### config.mk
export PLATFORM = sky130hd
export DESIGN_NAME = i2c_target_regfile
export DESIGN_NICKNAME = d
export VERILOG_FILES = /design/src/rtl/i2c_target_regfile.sv
export SDC_FILE = /design/constraint.sdc
export NUM_CORES = 1
export LEC_CHECK = 0
export CORE_ASPECT_RATIO = 1.5
export CORE_UTILIZATION = 43
export CTS_BUF_LIST = sky130_fd_sc_hd__clkbuf_16
export CTS_CLUSTER_DIAMETER = 120
export CTS_CLUSTER_SIZE = 28
export DETAILED_ROUTE_END_ITERATION = 16
export SKIP_LAST_GASP = 1
export SLEW_MARGIN = 0
export SYNTH_ARGS = -nofsm -noshare
export SYNTH_HDL_FRONTEND = slang
export SYNTH_SLANG_ARGS = --single-unit
### constraint.sdc
create_clock -name clock -period 3.11 [get_ports clock]
set_clock_uncertainty 0.15 [all_clocks]
set_input_delay 0.622 -clock clock [delete_from_list [all_inputs] [get_ports clock]]
set_output_delay 0.622 -clock clock [all_outputs]
set_load 0.01 [all_outputs]
### src/rtl/i2c_target_regfile.sv
// I2C target with a byte-wide register file, pointer auto-increment
// with wrap, repeated START and a one-cycle write strobe.
module i2c_target_regfile #(
    parameter logic [6:0] I2C_ADDR    = 7'h42,
    parameter int         NUM_REGS    = 9,
    parameter logic [7:0] RESET_VALUE = 8'h00,
    localparam int        PW          = (NUM_REGS > 2) ? $clog2(NUM_REGS) : 1
) (
    input  logic                  clock,
    input  logic                  reset,
    input  logic                  SCL_in,
    input  logic                  SDA_in,
    output logic                  SDA_out,
    output logic [8*NUM_REGS-1:0] registers_packed,
    output logic                  wr_strobe,
    output logic [PW-1:0]         wr_index,
    output logic                  busy
);

    typedef enum logic [3:0] {
        S_IDLE,
        S_ADDR,
        S_ADDR_ACK,
        S_PTR,
        S_PTR_ACK,
        S_WDATA,
        S_WDATA_ACK,
        S_RDATA,
        S_RDATA_ACK,
        S_IGNORE
    } state_t;

    logic [1:0] scl_sync_q;
    logic [1:0] sda_sync_q;
    logic       scl_q;
    logic       sda_q;
    logic       scl_rise_q;
    logic       scl_fall_q;
    logic       start_q;
    logic       stop_q;

    state_t        state_q, state_d;
    logic [3:0]    bit_q, bit_d;
    logic [7:0]    shift_q, shift_d;
    logic [PW-1:0] ptr_q, ptr_d;
    logic          sda_out_q, sda_out_d;
    logic          busy_q, busy_d;
    logic          rw_q, rw_d;
    logic          wr_strobe_q;
    logic [PW-1:0] wr_index_q;
    logic [7:0]    regs_q [NUM_REGS];

    logic          wr_en;
    logic [7:0]    rx_byte;
    logic [PW-1:0] ptr_inc;
    logic          ptr_ok;

    // Bus idles high, so the synchronizers reset high to avoid false edges.
    always_ff @(posedge clock) begin
        if (reset) begin
            scl_sync_q <= 2'b11;
            sda_sync_q <= 2'b11;
            scl_q      <= 1'b1;
            sda_q      <= 1'b1;
            scl_rise_q <= 1'b0;
            scl_fall_q <= 1'b0;
            start_q    <= 1'b0;
            stop_q     <= 1'b0;
        end else begin
            scl_sync_q <= {scl_sync_q[0], SCL_in};
            sda_sync_q <= {sda_sync_q[0], SDA_in};
            scl_q      <= scl_sync_q[1];
            sda_q      <= sda_sync_q[1];
            scl_rise_q <= scl_sync_q[1] & ~scl_q;
            scl_fall_q <= ~scl_sync_q[1] & scl_q;
            start_q    <= scl_sync_q[1] & scl_q & sda_q & ~sda_sync_q[1];
            stop_q     <= scl_sync_q[1] & scl_q & ~sda_q & sda_sync_q[1];
        end
    end

    assign rx_byte = {shift_q[6:0], sda_q};
    assign ptr_inc = (ptr_q == PW'(NUM_REGS - 1)) ? '0 : ptr_q + PW'(1);
    assign ptr_ok  = ({1'b0, rx_byte} < 9'(NUM_REGS));

    always_comb begin
        state_d   = state_q;
        bit_d     = bit_q;
        shift_d   = shift_q;
        ptr_d     = ptr_q;
        sda_out_d = sda_out_q;
        busy_d    = busy_q;
        rw_d      = rw_q;
        wr_en     = 1'b0;
        if (stop_q) begin
            state_d   = S_IDLE;
            bit_d     = 4'd0;
            sda_out_d = 1'b0;
            busy_d    = 1'b0;
        end else if (start_q) begin
            state_d   = S_ADDR;
            bit_d     = 4'd0;
            sda_out_d = 1'b0;
        end else begin
            unique case (state_q)
                S_ADDR: if (scl_rise_q) begin
                    shift_d = rx_byte;
                    bit_d   = bit_q + 4'd1;
                    if (bit_q == 4'd7) begin
                        if (rx_byte[7:1] == I2C_ADDR) begin
                            state_d = S_ADDR_ACK;
                            rw_d    = rx_byte[0];
                            busy_d  = 1'b1;
                        end else begin
                            state_d = S_IGNORE;
                        end
                    end
                end
                S_PTR: if (scl_rise_q) begin
                    shift_d = rx_byte;
                    bit_d   = bit_q + 4'd1;
                    if (bit_q == 4'd7) begin
                        if (ptr_ok) begin
                            ptr_d   = rx_byte[PW-1:0];
                            state_d = S_PTR_ACK;
                        end else begin
                            state_d = S_IGNORE;
                        end
                    end
                end
                S_WDATA: if (scl_rise_q) begin
                    shift_d = rx_byte;
                    bit_d   = bit_q + 4'd1;
                    if (bit_q == 4'd7) begin
                        wr_en   = 1'b1;
                        ptr_d   = ptr_inc;
                        state_d = S_WDATA_ACK;
                    end
                end
                // First fall after bit 8 drives ACK, the next one ends the slot.
                S_ADDR_ACK: if (scl_fall_q) begin
                    if (!sda_out_q) begin
                        sda_out_d = 1'b1;
                    end else begin
                        bit_d = 4'd0;
                        if (rw_q) begin
                            state_d   = S_RDATA;
                            shift_d   = regs_q[ptr_q];
                            sda_out_d = ~regs_q[ptr_q][7];
                        end else begin
                            state_d   = S_PTR;
                            sda_out_d = 1'b0;
                        end
                    end
                end
                S_PTR_ACK, S_WDATA_ACK: if (scl_fall_q) begin
                    if (!sda_out_q) begin
                        sda_out_d = 1'b1;
                    end else begin
                        sda_out_d = 1'b0;
                        bit_d     = 4'd0;
                        state_d   = S_WDATA;
                    end
                end
                S_RDATA: begin
                    if (scl_rise_q) begin
                        bit_d = bit_q + 4'd1;
                        if (bit_q == 4'd7) begin
                            state_d = S_RDATA_ACK;
                        end
                    end else if (scl_fall_q) begin
                        if (bit_q == 4'd0) begin
                            sda_out_d = ~shift_q[7];
                        end else begin
                            shift_d   = {shift_q[6:0], 1'b0};
                            sda_out_d = ~shift_q[6];
                        end
                    end
                end
                S_RDATA_ACK: begin
                    if (scl_fall_q) begin
                        sda_out_d = 1'b0;
                    end else if (scl_rise_q) begin
                        ptr_d = ptr_inc;
                        if (sda_q) begin
                            state_d = S_IGNORE;
                            busy_d  = 1'b0;
                        end else begin
                            state_d = S_RDATA;
                            bit_d   = 4'd0;
                            shift_d = regs_q[ptr_inc];
                        end
                    end
                end
                default: ;
            endcase
        end
    end

    always_ff @(posedge clock) begin
        if (reset) begin
            state_q     <= S_IDLE;
            bit_q       <= 4'd0;
            shift_q     <= 8'h00;
            ptr_q       <= '0;
            sda_out_q   <= 1'b0;
            busy_q      <= 1'b0;
            rw_q        <= 1'b0;
            wr_strobe_q <= 1'b0;
            wr_index_q  <= '0;
            for (int i = 0; i < NUM_REGS; i++) begin
                regs_q[i] <= RESET_VALUE;
            end
        end else begin
            state_q     <= state_d;
            bit_q       <= bit_d;
            shift_q     <= shift_d;
            ptr_q       <= ptr_d;
            sda_out_q   <= sda_out_d;
            busy_q      <= busy_d;
            rw_q        <= rw_d;
            wr_strobe_q <= wr_en;
            if (wr_en) begin
                regs_q[ptr_q] <= rx_byte;
                wr_index_q    <= ptr_q;
            end
        end
    end

    for (genvar i = 0; i < NUM_REGS; i++) begin : g_pack
        assign registers_packed[8*i +: 8] = regs_q[i];
    end

    assign SDA_out   = sda_out_q;
    assign wr_strobe = wr_strobe_q;
    assign wr_index  = wr_index_q;
    assign busy      = busy_q;

endmodule

==> key figures, run 1 <==
Run status
  • Outcome: finished, final reports clean

Clocking
  • Htree depth: 4
  • Clk buf depth: 2
  • Clock Latency Late Sink: approximately 0.44 ns
  • CTS buffer count: 17
  • CTS tree: yes
  • Num Clock Sinks: 170
  • Clock Root Buffer: clkbuf_16
  • Post-cts hold buffer count: 0
  • Clk pin slew, worst setup/hold paths: 0.07 ns

Die
  • Initial core utilization: 43.8%
  • Die area: roughly 0.022 mm²
  • Core area: roughly 0.021 mm²
  • Cell row count: 65
  • Chip width: 121 µm
  • Die Y-Extent: 181 µm
  • I/O pins: 83

Critical path
  • Crit start category: flop
  • Endpoint class of the critical path: flop
  • Critical path class: reg2reg
  • Max FO, Critical Path: 13
  • Data arrival, critical path: 2.81 ns
  • R2R cell count: 6
  • Worst Path Required: 3.07 ns

Timing
  • Final hold violations: 0
  • Fin Hold WS: 0.261 ns
  • Unrepaired setup endpoints after global routing: no
  • Slew Limit Headroom: 50.7%
  • Actual slew at the worst max-slew pin: between 0.7 and 0.8 ns
  • Part of the cycle the worst path needs: 91.7%
  • Clock period minus worst slack: 2.85 ns
  • Final setup fails: 0
  • Fmax: 351 MHz
  • Fin. max-slew vios: 0

Cells and area
  • P&R area growth vs syn: 22.0%
  • Share of layout cells above drive strength 1: 20.8%
  • Fin nets: 887
  • Post-Layout Cell Count: 1158
  • Antenna cells: 0

Power and ir drop
  • Logic pwr share: approximately 5.4%
  • Clock power share: roughly 43%
  • Seq pwr share: 51.2%
  • Int Power: around 3.8 mW
  • Sw frac: roughly a quarter
  • P_leak: approximately 4.2 nW
  • PwrDens: 440 mW/mm²
  • Peak supply drop: 0.385 mV
  • NetSw: 1.18 mW

Global route
  • First-pass GRT wire length: around 44 mm
  • Global route overflow: 0
  • GRT Total Usage: 27.6%
  • Largest net degree at the start of global routing: 38
  • Vias in the first global route: 7317
  • Initial antenna violation count: 0

Yosys
  • Syn nets: just under 800
  • Number of synthesized register bits: 170
  • Predominant post-synthesis flop cell: edfxtp_1
  • Avg Inst Size Synth: 11.9 µm²
  • Yosys Warn Count: 0
  • Post-synth ARST share: 0%
  • EDFF count, synth: 128
  • Seq/Total Area, Yosys: between 50% and 60%
  • Netlist cell types: 76
  • Largest cells by area after synthesis: edfxtp_1 42%, mux4_2 9.3%, dfxtp_1 9.1%
  • Yosys top cell area share: 41.8%
  • Post-synthesis cell count: 775
  • Cell taking the most area after synthesis: edfxtp_1
  • Post-Synthesis Cell Area: 0.00919 mm²

Place
  • Port bufs: 82
  • Dpl cells: approximately 1100
  • Hpwl dp: 21.5 mm
  • GP Congestion: 0.917

Drt
  • Drt drc: 0
  • ANT nets after route: 0
  • Wirelength per Cell: 25.1 µm
  • Total number of vias: 7154
  • Routed vias/inst: around 6
  • Starting DRT DRC Count: 738
  • Total routed wirelength: 29.1 mm
  • DR pass1 iterations: 5

Run
  • Total of max-cap violations: 0

Hold path
  • Hold path depth: 1
  • Hold crit path type: reg2reg
==> synthesized netlist by cell type (all sizes together) (2+ instances only) <==
library cell    n
nand4          15
clkbuf         36
inv            11
nor2b           9
nor2           45
nand2          73
o22ai           2
a21oi          20
o211ai          3
edfxtp        128
a221oi         10
a2111oi         3
mux4           38
xnor2           2
o21a            3
ha              6
o211a           5
nand3b          2
dfxtp          42
nor3b           5
or2             8
nor4b           2
nor4            3
o311a           2
a311oi         12
nand2b          6
nand3          20
a22oi          12
mux2            8
a32oi           8
mux2i          43
a31oi           6
a211oi          2
buf            35
a21o            9
nor3           10
or3             3
and2           11
o21ai          21
and3           80
==> per-layer routing <==
metal | GRT usage, % | wire (µm) | vias to the layer above
li1 | - | - | 3182
met1 | 32.3 | 11000 | 3555
met2 | 47.3 | 15300 | 338
met3 | 4.89 | 1510 | 79
met4 | 15.5 | 1260 | 0
met5 | 0 | 0 | -
==> timing repair <==
item | 4_1_cts | 5_1_grt
resized for setup | 0 | 1
setup endpoints to repair | 0 | 6
endpoints found under the hold margin | 0 | 0
setup buffers | 0 | 0
==> power by group through the flow <==
stage / registers (mW) / clock network, mW / logic (mW)
finish: 2.53 / 2.14 / 0.266
detailed placement: 2.57 / 0 / 0.265
global placement: 2.57 / 0 / 0.263
global route: 2.53 / 2.27 / 0.282
CTS: 2.52 / 2.18 / 0.267
floorplan: 2.57 / 0 / 0.113
==> state kept, by name (all words and copies together) (netlist names), 2 cells and up, named ones only <==
| register | count |
|---|---|
| regs_q | 128 |
| shift_q | 8 |
| bit_q | 4 |
| ptr_q | 4 |
| state_q | 4 |
| wr_index | 4 |
| scl_sync_q | 2 |
| sda_sync_q | 2 |
==> per-stage QoR <==
step	setup slack, ns	util [%]	TNS (ns)	power [mW]	area, µm²
final	0.259	53.4	0	4.94	11200
after global routing	0.140	53.4	0	5.08	11200
after CTS	0.146	53.4	0	4.97	11200
after detailed placement	-0.0511	50.5	-0.408	2.84	10600
after global placement	0.00198	50.5	0	2.84	10600
after floorplan	0.468	-	0	2.68	9190
==> final timing paths <==
| check | startpoint | end | slack [ns] |
|---|---|---|---|
| setup / recovery | state_q[0] | regs_q[10][4] | 0.26 |
| hold reg to reg | scl_sync_q[0] | scl_sync_q[1] | 0.26 |
| hold / removal | scl_sync_q[0] | scl_sync_q[1] | 0.26 |
| setup reg to reg | state_q[0] | regs_q[10][4] | 0.26 |
==> logic make-up after synthesis <==
group,share of synthesized area (%)
AND/OR/NAND/NOR,17.8
adder cells (fa/ha/maj),0.817
multiplexers,15.0
buffers and inverters,4.64
flip-flops,51.0
XOR/XNOR,0.286
AO/OA/AOI/OAI,10.6
==> placed cells by master, fill, tap and decap left out, types with 20 or more instances in the layout <==
master           netlist  final
a21oi_1               20     20
and3_1                80     80
buf_4                  6     65
clkdlybuf4s50_1        0     82
dfxtp_1               42     41
edfxtp_1             128    128
mux2i_1               43     43
mux4_2                38     38
nand2_1               73     73
nor2_1                45     45
==> worst max-delay path: stages, from the launching register on <==
cell	delay, ns
dfxtp_1	0.69
nor2b_1	0.26
nand3_1	0.18
or3_4	0.44
inv_2	0.08
and3_1	0.31
and2_1	0.39
==> area by class of cell <==
type                       instances  area, µm²
clock inverter                    15        178
fill                            1834       9770
clock buffer                      17        425
multi-input combinational        523       4100
inverter                          11       41.3
tap                              268        335
timing repair buffer             154       1450
sequential                       170       4690
(Power assumes the default switching activity.)
==> run 2: changes to the inputs <==
--- a/config.mk
+++ b/config.mk
@@ -16,3 +16,4 @@
 export SYNTH_ARGS = -nofsm -noshare
 export SYNTH_HDL_FRONTEND = slang
 export SYNTH_SLANG_ARGS = --single-unit
+export TNS_END_PERCENT = 30
==> results of run 2 <==
The final DEF is identical to that of run 1; final timing and power are the same.
